**src/rtl/sdram_read_if.sv**
```systemverilog
// sdram_read_if: bus between the SDRAM arbiter/controller and the read-burst
// sequencer.
//   master : arbiter side. Drives the grant, address, burst length and DQ.
//            Receives the command, bank, address, completion and captured data.
//   slave  : sdram_read side, with the opposite directions.
interface sdram_read_if;
  logic        init_end;
  logic        rd_en;
  logic [23:0] rd_addr_in;
  logic [9:0]  rd_burst_len;
  logic [15:0] sdram_data_in;
  logic [3:0]  rd_cmd;
  logic [1:0]  rd_ba;
  logic [12:0] rd_addr;
  logic        rd_end;
  logic [15:0] rd_sdram_data;
  logic        rd_sdram_valid;

  modport master (
    output init_end, rd_en, rd_addr_in, rd_burst_len, sdram_data_in,
    input  rd_cmd, rd_ba, rd_addr, rd_end, rd_sdram_data, rd_sdram_valid
  );

  modport slave (
    input  init_end, rd_en, rd_addr_in, rd_burst_len, sdram_data_in,
    output rd_cmd, rd_ba, rd_addr, rd_end, rd_sdram_data, rd_sdram_valid
  );
endinterface

```
**src/rtl/sdram_read.sv**
```systemverilog
// sdram_read: SDRAM read-burst sequencer.
// On a grant it runs ACTIVE -> (tRCD) -> full-page READ -> captures the burst
// after CAS latency -> BURST_STOP -> PRECHARGE all -> (tRP) -> rd_end pulse.
// Ports:
//   sys_clk    system clock, rising edge
//   sys_rst_n  asynchronous active-low reset
//   bus        sdram_read_if.slave:
//                grant/addr/len/DQ in; cmd/ba/addr/end/data/valid out
// All outputs are registered.
module sdram_read #(
  parameter int unsigned TRCD_CLK = 2,
  parameter int unsigned TRP_CLK  = 2,
  parameter int unsigned CAS_LAT  = 3
) (
  input  logic         sys_clk,
  input  logic         sys_rst_n,
  sdram_read_if.slave  bus
);

  typedef enum logic [2:0] {
    S_IDLE, S_ACTIVE, S_TRCD, S_READ, S_RD_DATA, S_PRE, S_TRP, S_END
  } state_t;

  localparam logic [3:0] CMD_NOP   = 4'b0111;
  localparam logic [3:0] CMD_ACT   = 4'b0011;
  localparam logic [3:0] CMD_READ  = 4'b0101;
  localparam logic [3:0] CMD_STOP  = 4'b0110;
  localparam logic [3:0] CMD_PRE   = 4'b0010;

  localparam logic [9:0] CAS_W     = 10'(CAS_LAT);
  localparam logic [9:0] TRCD_LAST = 10'(TRCD_CLK - 2);
  localparam logic [9:0] TRP_LAST  = 10'(TRP_CLK - 2);

  state_t      state_q;
  logic [9:0]  cnt_q;
  logic [1:0]  bank_q;
  logic [12:0] row_q;
  logic [8:0]  col_q;
  logic [9:0]  bl_q;
  logic [9:0]  bl_d;
  logic [9:0]  rd_last;

  logic [3:0]  rd_cmd_q;
  logic [1:0]  rd_ba_q;
  logic [12:0] rd_addr_q;
  logic        rd_end_q;
  logic [15:0] rd_data_q;
  logic        rd_valid_q;

  // Burst length 0 means 1; anything beyond a full page clamps to 512.
  always_comb begin
    bl_d = bus.rd_burst_len;
    if (bus.rd_burst_len == 10'd0)
      bl_d = 10'd1;
    else if (bus.rd_burst_len > 10'd512)
      bl_d = 10'd512;
  end

  // Last RD_DATA cycle index: the data window ends CAS_LAT+BL-1 cycles after READ.
  assign rd_last = bl_q + CAS_W - 10'd2;

  // Outputs are loaded on the same edge that enters the state they belong to,
  // so each command appears in the cycle its state occupies.
  always_ff @(posedge sys_clk or negedge sys_rst_n) begin
    if (!sys_rst_n) begin
      state_q    <= S_IDLE;
      cnt_q      <= '0;
      bank_q     <= '0;
      row_q      <= '0;
      col_q      <= '0;
      bl_q       <= '0;
      rd_cmd_q   <= CMD_NOP;
      rd_ba_q    <= '1;
      rd_addr_q  <= '1;
      rd_end_q   <= 1'b0;
      rd_data_q  <= '0;
      rd_valid_q <= 1'b0;
    end else begin
      rd_cmd_q   <= CMD_NOP;
      rd_ba_q    <= '1;
      rd_addr_q  <= '1;
      rd_end_q   <= 1'b0;
      rd_valid_q <= 1'b0;
      case (state_q)
        S_IDLE: begin
          if (bus.init_end && bus.rd_en) begin
            bank_q    <= bus.rd_addr_in[23:22];
            row_q     <= bus.rd_addr_in[21:9];
            col_q     <= bus.rd_addr_in[8:0];
            bl_q      <= bl_d;
            state_q   <= S_ACTIVE;
            rd_cmd_q  <= CMD_ACT;
            rd_ba_q   <= bus.rd_addr_in[23:22];
            rd_addr_q <= bus.rd_addr_in[21:9];
          end
        end
        S_ACTIVE: begin
          if (TRCD_CLK == 1) begin
            state_q   <= S_READ;
            rd_cmd_q  <= CMD_READ;
            rd_ba_q   <= bank_q;
            rd_addr_q <= {4'b0000, col_q};
          end else begin
            state_q <= S_TRCD;
            cnt_q   <= '0;
          end
        end
        S_TRCD: begin
          if (cnt_q == TRCD_LAST) begin
            state_q   <= S_READ;
            rd_cmd_q  <= CMD_READ;
            rd_ba_q   <= bank_q;
            rd_addr_q <= {4'b0000, col_q};
          end else begin
            cnt_q <= cnt_q + 10'd1;
          end
        end
        S_READ: begin
          state_q <= S_RD_DATA;
          cnt_q   <= '0;
          if (bl_q == 10'd1)
            rd_cmd_q <= CMD_STOP;
        end
        S_RD_DATA: begin
          if (cnt_q >= CAS_W - 10'd1) begin
            rd_data_q  <= bus.sdram_data_in;
            rd_valid_q <= 1'b1;
          end
          if (cnt_q == rd_last) begin
            state_q   <= S_PRE;
            rd_cmd_q  <= CMD_PRE;
            rd_addr_q <= 13'h0400;
          end else begin
            cnt_q <= cnt_q + 10'd1;
            // Stop lands on the cycle where the incremented count hits BL-1.
            if (cnt_q + 10'd2 == bl_q)
              rd_cmd_q <= CMD_STOP;
          end
        end
        S_PRE: begin
          if (TRP_CLK == 1) begin
            state_q  <= S_END;
            rd_end_q <= 1'b1;
          end else begin
            state_q <= S_TRP;
            cnt_q   <= '0;
          end
        end
        S_TRP: begin
          if (cnt_q == TRP_LAST) begin
            state_q  <= S_END;
            rd_end_q <= 1'b1;
          end else begin
            cnt_q <= cnt_q + 10'd1;
          end
        end
        S_END: begin
          state_q <= S_IDLE;
        end
        default: begin
          state_q <= S_IDLE;
        end
      endcase
    end
  end

  assign bus.rd_cmd         = rd_cmd_q;
  assign bus.rd_ba          = rd_ba_q;
  assign bus.rd_addr        = rd_addr_q;
  assign bus.rd_end         = rd_end_q;
  assign bus.rd_sdram_data  = rd_data_q;
  assign bus.rd_sdram_valid = rd_valid_q;

endmodule

```
**src/flat_wrapper.sv**
```systemverilog
// flat-port wrapper written by rule: the top's interface ports become plain ports
module sdram_read_flat 
#(
  parameter int unsigned TRCD_CLK = 2,
  parameter int unsigned TRP_CLK  = 2,
  parameter int unsigned CAS_LAT  = 3
)
  (sys_clk, sys_rst_n, bus_init_end, bus_rd_en, bus_rd_addr_in, bus_rd_burst_len, bus_sdram_data_in, bus_rd_cmd, bus_rd_ba, bus_rd_addr, bus_rd_end, bus_rd_sdram_data, bus_rd_sdram_valid);
  sdram_read_if bus_i ();
  input  logic sys_clk;
  input  logic sys_rst_n;
  input wire logic [$bits(bus_i.init_end)-1:0] bus_init_end;
  input wire logic [$bits(bus_i.rd_en)-1:0] bus_rd_en;
  input wire logic [$bits(bus_i.rd_addr_in)-1:0] bus_rd_addr_in;
  input wire logic [$bits(bus_i.rd_burst_len)-1:0] bus_rd_burst_len;
  input wire logic [$bits(bus_i.sdram_data_in)-1:0] bus_sdram_data_in;
  output wire logic [$bits(bus_i.rd_cmd)-1:0] bus_rd_cmd;
  output wire logic [$bits(bus_i.rd_ba)-1:0] bus_rd_ba;
  output wire logic [$bits(bus_i.rd_addr)-1:0] bus_rd_addr;
  output wire logic [$bits(bus_i.rd_end)-1:0] bus_rd_end;
  output wire logic [$bits(bus_i.rd_sdram_data)-1:0] bus_rd_sdram_data;
  output wire logic [$bits(bus_i.rd_sdram_valid)-1:0] bus_rd_sdram_valid;
  assign bus_i.init_end = bus_init_end;
  assign bus_i.rd_en = bus_rd_en;
  assign bus_i.rd_addr_in = bus_rd_addr_in;
  assign bus_i.rd_burst_len = bus_rd_burst_len;
  assign bus_i.sdram_data_in = bus_sdram_data_in;
  assign bus_rd_cmd = bus_i.rd_cmd;
  assign bus_rd_ba = bus_i.rd_ba;
  assign bus_rd_addr = bus_i.rd_addr;
  assign bus_rd_end = bus_i.rd_end;
  assign bus_rd_sdram_data = bus_i.rd_sdram_data;
  assign bus_rd_sdram_valid = bus_i.rd_sdram_valid;
  sdram_read #(.TRCD_CLK(TRCD_CLK), .TRP_CLK(TRP_CLK), .CAS_LAT(CAS_LAT)) u_core (.sys_clk(sys_clk), .sys_rst_n(sys_rst_n), .bus(bus_i));
endmodule
```
**config.mk**
```make
export PLATFORM = sky130hd
export DESIGN_NAME = sdram_read_flat
export DESIGN_NICKNAME = d
export VERILOG_FILES = /design/src/rtl/sdram_read_if.sv /design/src/rtl/sdram_read.sv /design/src/flat_wrapper.sv
export SDC_FILE = /design/constraint.sdc
export NUM_CORES = 1
export LEC_CHECK = 0
export BUFFER_PORTS_ARGS = -buffer_cell sky130_fd_sc_hd__buf_2
export CAP_MARGIN = 20
export CORE_MARGIN = 2
export CORE_UTILIZATION = 58
export DETAILED_ROUTE_END_ITERATION = 12
export PLACE_DENSITY = 0.85
export RECOVER_POWER = 100
export SYNTH_ARGS = -nofsm -noshare
export SYNTH_HDL_FRONTEND = slang
export SYNTH_SLANG_ARGS = --single-unit
```
**constraint.sdc**
```tcl
create_clock -name sys_clk -period 7.04 [get_ports sys_clk]
set_input_delay 0.352 -clock sys_clk [delete_from_list [all_inputs] [get_ports sys_clk]]
set_output_delay 0.352 -clock sys_clk [all_outputs]
set_load 0.01 [all_outputs]
```
Yosys cells after proc, flatten, opt, wreduce, memory -nomap -nowiden:

Index checks and enable logic that the tools add are counted.

* logic and storage cells: 71
* output and inout bits: 37
* bits of input ports: 54
* register bits: 71

* $add $sub $neg: 4
* order comparisons: 2
* mux-type cells: 27
* reductions and logical operators: 11
* equal/unequal tests: 16

Operators by type and width (number)
* $mux 10: 4
* $mux 13: 3
* $pmux 13 s3: 1
* $pmux 10 s3: 1
* $pmux 3 s8: 1
* $add 10x2->10 const B: 2
* $eq 10x10->1: 2
* $logic_not 10->1: 2
* $pmux 4 s4: 1
* $mux 3: 5
* $eq 3x3->1 const B: 4
* $add 10x1->10 const B: 1
* $eq 10x1->1 const B: 1
* $ge 10x2->1 const B: 1
* $gt 10x10->1 const B: 1
* $sub 10x2->10 const B: 1
* $ne 2x1->1 const B: 4
* $eq 3x2->1 const B: 2
* $mux 1: 6
* $mux 2: 3
* $mux 4: 1
* $ne 2x2->1 const B: 2
* $pmux 2 s2: 1
* $reduce_and 2->1: 2
* other kinds (8): 8

Longest topological paths before layout:

* depth in word-level cells: 5
* mapped depth: 11
* gate-level depth less buffers: 8

Worst setup path before layout:

Ideal clock, no wire load.

* path kind: reg-to-reg
* start point: register u_core.bl_q[0]
* end point: register u_core.state_q[1]
* required time: 6.912 ns
* stages on the path, launching flop included: 8
* arrival: 2.445 ns
* slack: 4.468 ns
* path through: dfrtp_1 -> ha_1 -> clkbuf_1 -> or4_4 -> a2111oi_4 -> o2111ai_2 -> a31oi_1 -> mux2_1

* cells in the longest elaborated chain, start to end: 5

Ends and longest elaborated chain
* start, declared: line sdram_read.sv:39 `logic [9:0] bl_q;`
* start signal, assigned: line sdram_read.sv:90 `bl_q <= bl_d;`
* $add 10x2->10: line sdram_read.sv:60 `assign rd_last = bl_q + CAS_W - 10'd2;`
* $sub 10x2->10: line sdram_read.sv:60
* $eq 10x10->1: line sdram_read.sv:129 `if (cnt_q == rd_last) begin`
* $ne 2x1->1 (no source line)
* $reduce_and 4->1 (no source line)
* end signal, assigned: line sdram_read.sv:66 `state_q <= S_IDLE;`
* end signal, assigned: line sdram_read.sv:130 `state_q <= S_PRE;`
* end signal, assigned: line sdram_read.sv:142 `state_q <= S_END;`
* end, declared: line sdram_read.sv:34 `state_t state_q;`

No other way between the ends.
A chain may end at the register's enable or synchronous reset.

Final worst setup path:

Same ends and word-level chain as after synthesis.

==> run summary <==
Critical path startpoint = u_core.bl_q[0]
First-pass GRT wire length = 14900 µm
Setup crit start kind = flop
Tcrit/Tclk final = 52.0%
Syn_nets = 430
DRT Pass-1 Iters = 4
Placed cells = 507
R2R Setup Slk = 3.38 ns
Clock Sinks = 70
Syn Inst Count = 366
Initial antenna violation count = 0
Nets = 505
Share of layout cells above drive strength 1 = 27.8%
Synth Warn # = 0
Overflow after GRT = 0
Reg clk slew, reported paths = 0.08 ns
Number of diodes = 0
Max clock buf depth = 2
P per Cell Area = 375 nW/µm²
Largest net degree at the start of global routing = 71
TritonCTS clock tree = done
Lkg Pwr = 0.00190 µW
EDFF count, synth = 0
Critical Path End = u_core.state_q[1]
WL/cell = 17.5 µm
RSZ-0062 raised after global routing = no
GRT Overall Usage = 26.1%
Worst EP required = 7.28 ns
VDD IR max = 0.000252 V
Yosys reg bits = 70
Number of buffers created by CTS = 9
Critical path class = flop to flop
Reg2Reg Depth = 6
Detailed placement HPWL = 6520 µm
Top FF cell, synth = dfrtp_1
Post-DR vias/cell = 6.07
Syn Area/Cell = 10.5 µm²
DR iter-0 viols = 155
Max Clk Rate = 273 MHz
Final setup fails = 0
Post-synth ARST share = 100%
Post-CTS Setup Inserts = 0
Synth area leaders = dfrtp_1, dfstp_2, mux2_2
Arrival time of the worst setup path = 3.90 ns
Post-CTS Resized = 0
Full die area = 7270 µm²
Fin Setup TNS = 0 ns
Total core area = 6350 µm²
Crit path max-delay cell type = or4_2
Worst Clk Skew = 0.00996 ns
Die X = 85.2 µm
Vias in the first global route = 3173
Max_cap viols = 1
Critical Path Fanout Max = 14
CP Cell Sequence = ha_1 > or4_2 > a2111oi_0 > o2111ai_1 > a31oi_1 > mux2_1
Max Slew Vio Count = 71
Synth top area share = 34.0%
Worst Hold Class = input pin to flop
Layout Area Growth over Synthesis = 13.4%
FILL cells = 479
Largest stage delay, worst path = 0.69 ns
Synth area leader = dfrtp_1
CTS H-Tree Depth = 3
Final ANT Viol Nets = 0
Reg-to-reg critical path endpoint = u_core.state_q[1]
Most common cell after layout, fill and taps aside = buf_2
Io pins = 91
Std-Cell Rows = 29
Sequential area share after synthesis = 46.3%
Via count = 3173
Port bufs = 89
Mapped Area = 3830 µm²
Final WL = 9140 µm
Least-Margin Pin Slew = 3.62 ns
Cts-stage hold buffer count = 0
Placer Congestion = 0.949
Status = finished with violations
R2R Path Start = u_core.bl_q[0]
Finished Layout Cells = 523
Fin crit period = 3.66 ns
Worst setup EP type = flop
Failing checks = max-capacitance violations, max-slew violations
Root buf cell = clkbuf_8
Initial core utilization = 60.3%
Remaining DRCs = 0
Relative slew slack = -142%
Clk_lat worst skew = 0.35 ns
DIE HEIGHT = 85.2 µm
Count of cell types in the netlist = 62
Hold Violations, Final = 0
Most frequent cells in the layout = buf_2, dfrtp_1, clkbuf_1, nand2_1, mux2_2
[power breakdown]
group / switching [µW] / internal [µW] / leakage [µW]
sequential: 114 / 558 / 0.000874
clock: 166 / 131 / 0.0000866
combinational: 372 / 286 / 0.000941
[registers in the layout, indices dropped and copies added (netlist names)]
register and flops:
u_core.bus.rd_ba 2, u_core.bus.rd_addr 13, u_core.state_q 3, u_core.bus.rd_cmd 3, u_core.bank_q 2, u_core.bus.rd_sdram_valid 1
u_core.cnt_q 10, u_core.bl_q 10, u_core.bus.rd_end 1, u_core.bus.rd_sdram_data 16, u_core.col_q 9
[critical path: cells and delay by family, from the launching register on]
kind	cells	cell delay, ns
AO/OA/AOI/OAI	3	1.67
adder cells (fa/ha/maj)	1	0.34
flip-flops	1	0.49
multiplexers	1	0.35
AND/OR/NAND/NOR	1	0.69
[per-layer routing]
metal,track usage [%],part of all wire (%)
met1,32.3,41
met2,43.7,50
met3,6.23,6.3
met4,11.3,2.1
met5,0,0
[how the worst min path moves through the flow]
stage                     depth (start not counted)  slack (ns)                     to          startpoint
after CTS                                         2        0.19  u_core.bus.rd_addr[9]  bus_rd_addr_in[18]
final                                             2        0.20  u_core.bus.rd_addr[9]  bus_rd_addr_in[18]
after global routing                              2        0.20  u_core.bus.rd_addr[9]  bus_rd_addr_in[18]
after detailed placement                          1        0.49  u_core.bus.rd_addr[1]     u_core.col_q[1]
after floorplan                                   0        0.06       u_core.bank_q[0]           sys_rst_n
after global placement                            2        0.48    u_core.bus.rd_ba[1]    u_core.bank_q[1]
[cell families (layout without fill, tap and decap cells)]
logic type / after synthesis / in the layout / share of synthesized area [%]
adders and majority gates: 11 / 11 / 3.53
other: 1 / 1 / 0.0979
and+or+nand+nor: 101 / 101 / 13.2
buffers and inverters: 40 / 120 / 4.93
muxes: 30 / 30 / 8.79
xor gates and xnor gates: 22 / 22 / 5.03
AOI/OAI and AO/OA: 91 / 91 / 18.1
DFF: 70 / 70 / 46.3
[cells in the mapped netlist (10+ instances only)]
library cell	count
nand2_1	30
clkbuf_1	19
xnor2_1	14
dfrtp_1	52
a21oi_1	10
ha_1	10
o21ai_0	22
mux2_2	28
nor2_1	17
inv_1	11
dfstp_2	18
nand3_1	12
[cell type report]
| type | instances | area, µm² | share of cell area [%] |
|---|---|---|---|
| Clock buffer | 9 | 124 | 2.85 |
| Multi-Input combinational cell | 256 | 1830 | 42.3 |
| Sequential cell | 70 | 1770 | 40.9 |
| Clock inverter | 7 | 55.1 | 1.27 |
| Timing Repair Buffer | 93 | 415 | 9.57 |
| Tap cell | 77 | 96.3 | 2.22 |
| Inverter | 11 | 41.3 | 0.951 |
[per-stage QoR]
step | setup WS (ns) | instance area (µm²) | power (µW) | util [%] | hold WS [ns]
after detailed placement | 4.06 | 4250 | 1350 | 67.0 | 0.489
after floorplan | 4.47 | 3830 | 1170 | - | 0.0564
after global routing | 2.90 | 4340 | 1740 | 68.4 | 0.199
after CTS | 4.04 | 4430 | 1650 | 69.8 | 0.190
after global placement | 4.14 | 4250 | 1320 | 67.0 | 0.483
final | 3.38 | 4340 | 1630 | 68.4 | 0.203
(Power assumes the default switching activity.)
